$ cat src/rtl/apb_arb_pkg.sv
// Shared types and elaboration helpers for the APB master arbiter.
package apb_arb_pkg;

    typedef enum logic [1:0] {
        IDLE   = 2'd0,
        SETUP  = 2'd1,
        ACCESS = 2'd2
    } apb_state_e;

    function automatic int clog2(input int n);
        int r;
        r = 0;
        while ((1 << r) < n) r++;
        return r;
    endfunction

    // Width of the slave-select field taken from the top of the address.
    function automatic int sel_width(input int nslv);
        return (nslv > 1) ? clog2(nslv) : 1;
    endfunction

    localparam int NSLV_DEFAULT  = 4;
    localparam int SEL_W_DEFAULT = sel_width(NSLV_DEFAULT);

endpackage

$ cat src/rtl/apb_rr_arbiter.sv
// Round-robin picker: grants the first requesting bit at or after the pointer,
// wrapping modulo NREQ. Purely combinational.
module apb_rr_arbiter
    import apb_arb_pkg::*;
#(
    parameter int NREQ = 2,
    parameter int PW   = (NREQ > 1) ? clog2(NREQ) : 1
) (
    input  logic [NREQ-1:0] req_i,
    input  logic [PW-1:0]   ptr_i,
    input  logic            en_i,
    output logic [NREQ-1:0] gnt_o
);

    logic          found;
    logic [PW-1:0] idx;

    always_comb begin
        gnt_o = '0;
        found = 1'b0;
        idx   = '0;
        if (en_i) begin
            for (int k = 0; k < NREQ; k++) begin
                idx = PW'((int'(ptr_i) + k) % NREQ);
                if (!found && req_i[idx]) begin
                    gnt_o[idx] = 1'b1;
                    found      = 1'b1;
                end
            end
        end
    end

endmodule

$ cat src/rtl/apb_master_arb.sv
// APB master front-end: round-robin shares one APB bus between NREQ requesters,
// decodes the slave from the top address bits and aborts stalled transfers.
module apb_master_arb
    import apb_arb_pkg::*;
#(
    parameter int NREQ    = 2,
    parameter int NSLV    = 4,
    parameter int AWIDTH  = 8,
    parameter int DWIDTH  = 8,
    parameter int TIMEOUT = 16
) (
    input  logic                     PCLK,
    input  logic                     PRESETn,
    input  logic [NREQ-1:0]          req,
    input  logic [NREQ-1:0]          req_we,
    input  logic [NREQ*AWIDTH-1:0]   req_addr,
    input  logic [NREQ*DWIDTH-1:0]   req_wdata,
    output logic [NREQ-1:0]          gnt,
    output logic [NREQ-1:0]          done,
    output logic [DWIDTH-1:0]        rdata,
    output logic                     err,
    output logic [NSLV-1:0]          PSEL,
    output logic                     PENABLE,
    output logic                     PWRITE,
    output logic [AWIDTH-1:0]        PADDR,
    output logic [DWIDTH-1:0]        PWDATA,
    input  logic [NSLV*DWIDTH-1:0]   PRDATA,
    input  logic [NSLV-1:0]          PREADY
);

    localparam int SW = sel_width(NSLV);
    localparam int PW = (NREQ > 1) ? clog2(NREQ) : 1;
    localparam int CW = (TIMEOUT > 0) ? clog2(TIMEOUT + 1) : 1;
    localparam logic [CW-1:0] TO_LAST = (TIMEOUT > 0) ? CW'(TIMEOUT - 1) : '0;

    apb_state_e        state_q, state_d;
    logic [NREQ-1:0]   gnt_q, gnt_d;
    logic [NREQ-1:0]   done_q, done_d;
    logic [NREQ-1:0]   served_q, served_d;
    logic [DWIDTH-1:0] rdata_q, rdata_d;
    logic              err_q, err_d;
    logic [NSLV-1:0]   psel_q, psel_d;
    logic              penable_q, penable_d;
    logic              pwrite_q, pwrite_d;
    logic [AWIDTH-1:0] paddr_q, paddr_d;
    logic [DWIDTH-1:0] pwdata_q, pwdata_d;
    logic [PW-1:0]     ptr_q, ptr_d;
    logic [PW-1:0]     gidx_q, gidx_d;
    logic [CW-1:0]     cnt_q, cnt_d;

    logic [NREQ-1:0]   arb_gnt;
    logic [PW-1:0]     arb_idx;
    logic [AWIDTH-1:0] new_addr;
    logic [DWIDTH-1:0] new_wdata;
    logic              new_we;
    logic [SW-1:0]     slv_idx;
    logic              ready_sel;
    logic [DWIDTH-1:0] prdata_sel;
    logic              to_hit;

    // served_q masks the requester that is seeing its done pulse this cycle.
    apb_rr_arbiter #(.NREQ(NREQ), .PW(PW)) u_arb (
        .req_i (req & ~served_q),
        .ptr_i (ptr_q),
        .en_i  (state_q == IDLE),
        .gnt_o (arb_gnt)
    );

    always_comb begin
        arb_idx   = '0;
        new_addr  = '0;
        new_wdata = '0;
        new_we    = 1'b0;
        for (int i = 0; i < NREQ; i++) begin
            if (arb_gnt[i]) begin
                arb_idx   = PW'(i);
                new_addr  = req_addr[i*AWIDTH +: AWIDTH];
                new_wdata = req_wdata[i*DWIDTH +: DWIDTH];
                new_we    = req_we[i];
            end
        end
    end

    assign slv_idx = paddr_q[AWIDTH-1 -: SW];

    always_comb begin
        ready_sel  = 1'b0;
        prdata_sel = '0;
        for (int s = 0; s < NSLV; s++) begin
            if (slv_idx == SW'(s)) begin
                ready_sel  = PREADY[s];
                prdata_sel = PRDATA[s*DWIDTH +: DWIDTH];
            end
        end
    end

    assign to_hit = (TIMEOUT != 0) && (cnt_q == TO_LAST);

    always_comb begin
        state_d   = state_q;
        gnt_d     = gnt_q;
        done_d    = '0;
        served_d  = '0;
        rdata_d   = '0;
        err_d     = 1'b0;
        psel_d    = psel_q;
        penable_d = penable_q;
        pwrite_d  = pwrite_q;
        paddr_d   = paddr_q;
        pwdata_d  = pwdata_q;
        ptr_d     = ptr_q;
        gidx_d    = gidx_q;
        cnt_d     = cnt_q;
        case (state_q)
            IDLE: begin
                if (|arb_gnt) begin
                    gnt_d    = arb_gnt;
                    gidx_d   = arb_idx;
                    paddr_d  = new_addr;
                    pwrite_d = new_we;
                    if (new_we) pwdata_d = new_wdata;
                    psel_d   = NSLV'(1) << new_addr[AWIDTH-1 -: SW];
                    cnt_d    = '0;
                    state_d  = SETUP;
                end
            end
            SETUP: begin
                penable_d = 1'b1;
                state_d   = ACCESS;
            end
            ACCESS: begin
                // A timeout exits exactly like a completion, flagged with err.
                if (ready_sel || to_hit) begin
                    psel_d    = '0;
                    penable_d = 1'b0;
                    gnt_d     = '0;
                    done_d    = gnt_q;
                    served_d  = gnt_q;
                    err_d     = !ready_sel;
                    rdata_d   = (ready_sel && !pwrite_q) ? prdata_sel : '0;
                    ptr_d     = (gidx_q == PW'(NREQ - 1)) ? '0 : gidx_q + PW'(1);
                    state_d   = IDLE;
                end else begin
                    cnt_d = cnt_q + CW'(1);
                end
            end
            default: state_d = IDLE;
        endcase
    end

    always_ff @(posedge PCLK or negedge PRESETn) begin
        if (!PRESETn) begin
            state_q   <= IDLE;
            gnt_q     <= '0;
            done_q    <= '0;
            served_q  <= '0;
            rdata_q   <= '0;
            err_q     <= 1'b0;
            psel_q    <= '0;
            penable_q <= 1'b0;
            pwrite_q  <= 1'b0;
            paddr_q   <= '0;
            pwdata_q  <= '0;
            ptr_q     <= '0;
            gidx_q    <= '0;
            cnt_q     <= '0;
        end else begin
            state_q   <= state_d;
            gnt_q     <= gnt_d;
            done_q    <= done_d;
            served_q  <= served_d;
            rdata_q   <= rdata_d;
            err_q     <= err_d;
            psel_q    <= psel_d;
            penable_q <= penable_d;
            pwrite_q  <= pwrite_d;
            paddr_q   <= paddr_d;
            pwdata_q  <= pwdata_d;
            ptr_q     <= ptr_d;
            gidx_q    <= gidx_d;
            cnt_q     <= cnt_d;
        end
    end

    assign gnt     = gnt_q;
    assign done    = done_q;
    assign rdata   = rdata_q;
    assign err     = err_q;
    assign PSEL    = psel_q;
    assign PENABLE = penable_q;
    assign PWRITE  = pwrite_q;
    assign PADDR   = paddr_q;
    assign PWDATA  = pwdata_q;

endmodule
$ cat config.mk
export PLATFORM = sky130hd
export DESIGN_NAME = apb_master_arb
export DESIGN_NICKNAME = d
export VERILOG_FILES = /design/src/rtl/apb_arb_pkg.sv /design/src/rtl/apb_rr_arbiter.sv /design/src/rtl/apb_master_arb.sv
export SDC_FILE = /design/constraint.sdc
export NUM_CORES = 1
export LEC_CHECK = 0
export BUFFER_PORTS_ARGS = -buffer_cell sky130_fd_sc_hd__buf_2
export CELL_PAD_IN_SITES_DETAIL_PLACEMENT = 0
export CELL_PAD_IN_SITES_GLOBAL_PLACEMENT = 1
export CORE_ASPECT_RATIO = 2
export CORE_MARGIN = 2
export CORE_UTILIZATION = 34
export CTS_CLUSTER_SIZE = 24
export DETAILED_ROUTE_END_ITERATION = 8
export GPL_TIMING_DRIVEN = 0
export PLACE_DENSITY = 0.82
export SETUP_SLACK_MARGIN = 0.3
export SLEW_MARGIN = 20
export SYNTH_ARGS = -nofsm -noshare
export SYNTH_HDL_FRONTEND = slang
export SYNTH_HIERARCHICAL = 1
export SYNTH_SLANG_ARGS = --single-unit
$ cat constraint.sdc
create_clock -name PCLK -period 3.3 [get_ports PCLK]
set_clock_uncertainty 0.2 [all_clocks]
set_input_delay 0.66 -clock PCLK [delete_from_list [all_inputs] [get_ports PCLK]]
set_output_delay 0.66 -clock PCLK [all_outputs]
set_load 0.01 [all_outputs]
==> results of run 1 <==
-- cell type report --
type | instances | share of cell area
multi-input combinational | 130 | 0.334
sequential | 44 | 0.366
inverter | 6 | 0.00748
tap | 86 | 0.0357
clock inverter | 1 | 0.00249
clock buffer | 7 | 0.0474
timing repair buffer | 110 | 0.185
buffer | 11 | 0.0224
-- per-layer routing --
layer | up-vias | global-route usage | share of wire
met2 | 61 | 0.302 | 0.56
met4 | 0 | 0.0942 | 0.033
met1 | 957 | 0.182 | 0.36
li1 | 933 | - | -
met3 | 17 | 0.0308 | 0.048
met5 | - | 0 | 0
-- logic make-up after synthesis --
kind of cell,Yosys count,synth area share
compound gates,57,0.178
fa+ha+maj,2,0.0115
buf+inv,17,0.0351
flops,44,0.507
mux,12,0.121
simple gates,59,0.147
-- worst max-delay path: stages, from the launching register on --
cell,delay (ns)
dfrtp_1,0.41
or2_2,0.30
buf_2,0.20
inv_1,0.12
clkbuf_4,0.22
nand2_1,0.08
a21oi_2,0.22
clkbuf_4,0.26
nand2_1,0.11
a21oi_4,0.19
clkbuf_4,0.23
nor2_1,0.05
a21oi_1,0.10
-- state kept, by name, indices dropped and copies added (netlist names) --
register	cells
PADDR	8
PENABLE	1
PSEL	4
PWDATA	8
PWRITE	1
cnt_q	5
err	1
gidx_q	1
gnt	2
ptr_q	1
rdata	8
served_q	2
state_q	2
-- cell usage in the layout, fill, tap and decap left out, drive strengths merged, types with 6 or more instances in the layout --
cell,instances
mux4,9
nor2,13
a31oi,6
nor2b,19
inv,6
a22oi,16
dfrtp,44
nand2,12
buf,113
clkbuf,15
a21oi,13
o21ai,11
-- timing repair --
| item | CTS | global route |
|---|---|---|
| endpoints found under the setup margin | 14 | 16 |
| hold endpoints to repair | 0 | 0 |
| pin swaps | 0 | 1 |
| resized for setup | 4 | 8 |
| buffers inserted | 0 | 2 |
-- metrics by stage --
| step | power, W | area [µm²] | utilization |
|---|---|---|---|
| 2_1_floorplan | 0.00160 | 2170 | - |
| 3_3_place_gp | 0.00197 | 2820 | 0.451 |
| 3_5_place_dp | 0.00200 | 2820 | 0.451 |
| 4_1_cts | 0.00253 | 2980 | 0.477 |
| 5_1_grt | 0.00270 | 3010 | 0.481 |
| 6_report | 0.00252 | 3010 | 0.481 |
-- worst max-delay path by stage --
stage,slack [ns],to,from
after global routing,0.29,PWDATA[6],state_q[0]
final,0.53,PWDATA[6],state_q[0]
after floorplan,0.66,PSEL[1],state_q[0]
after detailed placement,0.11,PSEL[1],state_q[0]
after global placement,0.16,PSEL[1],state_q[0]
after CTS,0.35,PWDATA[6],state_q[0]
-- where the power goes --
group          switching (W)  internal, W  leakage (nW)
Sequential          0.000118     0.000735         0.559
Combinational       0.000619     0.000541         0.905
Clock               0.000204     0.000301        0.0701
Total               0.000941      0.00158          1.53
==> flow_metrics.env, run 1 <==
export IMPL_antennaDiodeCount=0
export IMPL_stdcell_count=395
export IMPL_place_hpwl_um=4440
export IMPL_clk_latency_ns=0.29
export IMPL_min_path_cells=1
export IMPL_hold_class="flop to flop"
export IMPL_fin_crit_ns=2.77
export IMPL_n_fill_cell=649
export IMPL_grtUsageTotal=0.170
export IMPL_syn_to_final_growth_pct=38.6
export IMPL_setup_slack_ns=0.527
export IMPL_outcome="finished clean"
export IMPL_grt_max_degree=45
export IMPL_hold_slack_ns=0.254
export IMPL_synth_avg_cell_area_um2=11.4
export IMPL_yosys_cell_count_top_type="dfrtp_1"
export IMPL_fin_nets=384
export IMPL_synth_area_leaders="dfrtp_1 (51%), mux4_1 (9.7%), a22oi_1 (5.5%)"
export IMPL_timing_rr_start="state_q[0]"
export IMPL_multiInputGateArea_um2=1010
export IMPL_netlist_area_um2=2170
export IMPL_yosysTopAreaCell="dfrtp_1"
export IMPL_cts_root_buf="clkbuf_16"
export IMPL_portBuffers=108
export IMPL_fmaxAchievable_mhz=361
export IMPL_vias=1968
export IMPL_synth_warnings=6
export IMPL_vias_per_cell=4.98
export IMPL_drive_above_1_share=0.443
export IMPL_wl_um=5730
export IMPL_ys_top_cells_by_count="dfrtp_1 (44), nor2b_1 (19), a22oi_1 (16)"
export IMPL_critPathArrivalTime_ns=2.79
export IMPL_antenna_left=0
export IMPL_r2r_setup_slack_ns=0.53
export IMPL_required_ns=3.32
export IMPL_drtIter0Drc=65
export IMPL_hold_path_end="ptr_q"
export IMPL_synth_seq_area_share=0.507
export IMPL_path_class="flop to flop"
export IMPL_p_per_area_nw_per_um2=837
export IMPL_regArea_um2=1100
export IMPL_async_flop_share=1.00
export IMPL_dp_cells=385
export IMPL_rsz0062_at_grt="true"
export IMPL_reg2reg_depth=12
export IMPL_die_area_um2=7080
export IMPL_core_um2=6260
export IMPL_final_max_slew_viol_count=0
export IMPL_synth_edf_count=0
export IMPL_io_pins=109
export IMPL_drc=0
export IMPL_hp_start="gidx_q"
export IMPL_num_rows=41
export IMPL_period_share=0.840
export IMPL_ys_types=36
export IMPL_crit_fanout=11
export IMPL_holdBufCountCts=0
export IMPL_dieWidth_um=60.5
export IMPL_cts_tree="built"
export IMPL_synth_cells=191
export IMPL_synth_ff_type="dfrtp_1"
export IMPL_syn_nets=267
export IMPL_yosys_area_top_type_share=0.507
export IMPL_max_cap_violations=0
export IMPL_finalSetupViolations=0
export IMPL_grt_pass1_wl_um=8740
export IMPL_gp_congestion=0.721
export IMPL_irDropWorstVdd_mv=0.323
export IMPL_first_pass_iters=4
export IMPL_worstSetupEndpointType="flop"
export IMPL_cellLeakagePower_nw=1.53
export IMPL_r2r_end="PWDATA[6]"
export IMPL_slew_headroom=0.343
export IMPL_cts_buffer_depth=2
export IMPL_antenna_found_initial=0
export IMPL_dieHeight_um=117
export IMPL_wl_per_cell_um=14.5
export IMPL_cts_sinks=44
export IMPL_worst_slew_pin_slew_ns=0.986
export IMPL_grt_pass1_vias=1874
export IMPL_start_kind="flop"
export IMPL_dp_slack_ns=0.107
export IMPL_cts_made_buffers=5
export IMPL_finalSetupTns_ns=0
export IMPL_htreeDepth=2
export IMPL_cts_clk_slew_worst_paths_ns=0.06
export IMPL_start_util=0.347
export IMPL_overflow=0
export IMPL_hold_viol_final=0
export IMPL_ys_seq_elements=44
(Power assumes the default switching activity.)
==> run 2: changes to the inputs <==
==> constraint.sdc (replaced) <==
create_clock -name PCLK -period 2.7 [get_ports PCLK]
set_clock_uncertainty 0.2 [all_clocks]
set_input_delay 0.54 -clock PCLK [delete_from_list [all_inputs] [get_ports PCLK]]
set_output_delay 0.54 -clock PCLK [all_outputs]
set_load 0.01 [all_outputs]
==> flow_metrics.env, run 2 (synthesis gave the netlist of run 1 again) <==
export IMPL_vias_per_cell=4.81
export IMPL_combPwrFrac=0.502
export IMPL_grtUsageTotal=0.168
export IMPL_clk_latency_ns=0.29
export IMPL_final_max_slew_viol_count=0
export IMPL_holdBufCountCts=0
export IMPL_start_util=0.347
export IMPL_max_cap_violations=0
export IMPL_period_share=0.839
export IMPL_critPathArrivalTime_ns=2.24
export IMPL_slew_headroom=0.623
export IMPL_die_area_um2=7080
export IMPL_seq_power_share=0.314
export IMPL_switching_share=0.362
export IMPL_overflow=0
export IMPL_drtIter0Drc=110
export IMPL_wl_um=5780
export IMPL_path_buf_inv=5
export IMPL_cp_slowest_stage_delay_ns=0.38
export IMPL_cts_tree="built"
export IMPL_rsz0062_at_grt="false"
export IMPL_worstSetupEndpointType="flop"
export IMPL_portBuffers=108
export IMPL_dieWidth_um=60.5
export IMPL_antennaDiodeCount=0
export IMPL_setup_slack_ns=0.434
export IMPL_wl_per_cell_um=14.2
export IMPL_internal_power_w=0.00210
export IMPL_crit_fanout=10
export IMPL_top_usage_layer="met2"
export IMPL_grt_pass1_vias=1869
export IMPL_dieHeight_um=117
export IMPL_crit_family="compound AO/OA/AOI/OAI gates"
export IMPL_path_cells="or2_4 -> buf_8 -> inv_2 -> buf_6 -> nand2_2 -> a21oi_4 -> buf_6 -> nor2b_4 -> clkbuf_8 -> a22o_1 -> a22o_1"
export IMPL_p_sw_w=0.00119
export IMPL_cts_sinks=44
export IMPL_hold_class="primary input to async pin"
export IMPL_worst_slew_pin_slew_ns=0.565
export IMPL_cts_buffer_depth=2
export IMPL_outcome="finished clean"
export IMPL_hold_slack_ns=0.0416
export IMPL_syn_to_final_growth_pct=46.8
export IMPL_final_common_cell="buf_2"
export IMPL_cts_root_buf="clkbuf_16"
export IMPL_fmaxAchievable_mhz=441
export IMPL_start_kind="flop"
export IMPL_fin_crit_ns=2.27
export IMPL_gp_congestion=0.720
export IMPL_dp_slack_ns=-0.0569
export IMPL_hold_viol_final=0
export IMPL_first_pass_iters=4
export IMPL_grt_use_met3=0.0352
export IMPL_grt_max_degree=45
export IMPL_vias=1964
export IMPL_p_per_area_nw_per_um2=1030
export IMPL_layout_common_cells="buf_2 (107), dfrtp_1 (44), nor2b_1 (18), a22oi_1 (15), buf_4 (14)"
export IMPL_r2r_setup_slack_ns=0.43
export IMPL_grt_pass1_wl_um=8660
export IMPL_pwr_share_clk=0.184
export IMPL_required_ns=2.67
export IMPL_place_hpwl_um=4390
export IMPL_post_route_util=0.509
export IMPL_drc=0
export IMPL_finalSetupViolations=0
export IMPL_use_met1=0.181
export IMPL_irDropWorstVdd_mv=0.432
export IMPL_core_um2=6260
export IMPL_p_total_w=0.00329
export IMPL_antenna_found_initial=0
export IMPL_num_rows=41
export IMPL_cts_clk_slew_worst_paths_ns=0.06
export IMPL_slowest_stage="dfrtp_1"
export IMPL_drive_above_1_share=0.500
export IMPL_cts_made_buffers=5
export IMPL_grt_use_met2=0.298
export IMPL_antenna_left=0
export IMPL_htreeDepth=2
export IMPL_path_class="flop to flop"
export IMPL_cellLeakagePower_nw=1.63
export IMPL_fin_nets=397
export IMPL_io_pins=109
[run 2: cell count changes in the layout (fill, tap and decap cells not counted), moves of 3 or more]
cell	change
buf_2	-3
clkbuf_1	-3
buf_6	+6
clkbuf_4	-4
buf_4	+12
[run 2: final timing paths]
path | startpoint | end | cells past startpoint
hold / removal | PRESETn | PADDR[5] | 1
setup / recovery | state_q[0] | PSEL[3] | 11
setup reg to reg | state_q[0] | PSEL[3] | 11
hold reg to reg | gidx_q | ptr_q | 1
min in group PCLK | gidx_q | ptr_q | 1
max in group asynchronous | PRESETn | rdata[1] | 1
[run 2: final cells by class]
type	instances	area, µm²
Buffer	11	104
Clock buffer	6	139
Timing Repair Buffer	123	663
Tap cell	86	108
Clock inverter	2	10.0
Inverter	6	22.5
Fill cell	602	3070
Multi-Input combinational cell	130	1040
Sequential cell	44	1100
[run 2: power groups by stage]
stage | combinational [W] | clock [W] | sequential [W]
after floorplan | 0.000861 | 0 | 0.00113
after global placement | 0.00140 | 0 | 0.00104
after detailed placement | 0.00142 | 0 | 0.00104
after CTS | 0.00152 | 0.000628 | 0.00103
after global routing | 0.00182 | 0.000650 | 0.00106
final | 0.00165 | 0.000604 | 0.00103
[run 2: metal layers]
| metal | wire length [µm] | vias up |
|---|---|---|
| met3 | 333 | 12 |
| met4 | 155 | 0 |
| met1 | 2090 | 918 |
| met2 | 3200 | 75 |
| met5 | 0 | - |
| li1 | - | 959 |
[run 2: metrics by stage]
step / cells / cell area, µm² / TNS (ns)
4_1_cts: 398 / 3080 / 0
6_report: 408 / 3190 / 0
3_3_place_gp: 385 / 2840 / -0.199
3_5_place_dp: 385 / 2840 / -0.277
2_1_floorplan: 191 / 2200 / 0
5_1_grt: 408 / 3190 / 0
[run 2: repair_timing]
item	CTS	global route
pin swaps	2	3
setup buffers	5	10
setup endpoints to repair	24	24
resized for setup	16	11
[run 2: worst reg2reg max path, cell delays in order, from the launching register on]
cell and delay [ns]:
dfrtp_1 0.38, or2_4 0.25, buf_8 0.12, inv_2 0.06
buf_6 0.12, nand2_2 0.07, a21oi_4 0.21, buf_6 0.13
nor2b_4 0.04, clkbuf_8 0.15, a22o_1 0.23, a22o_1 0.20
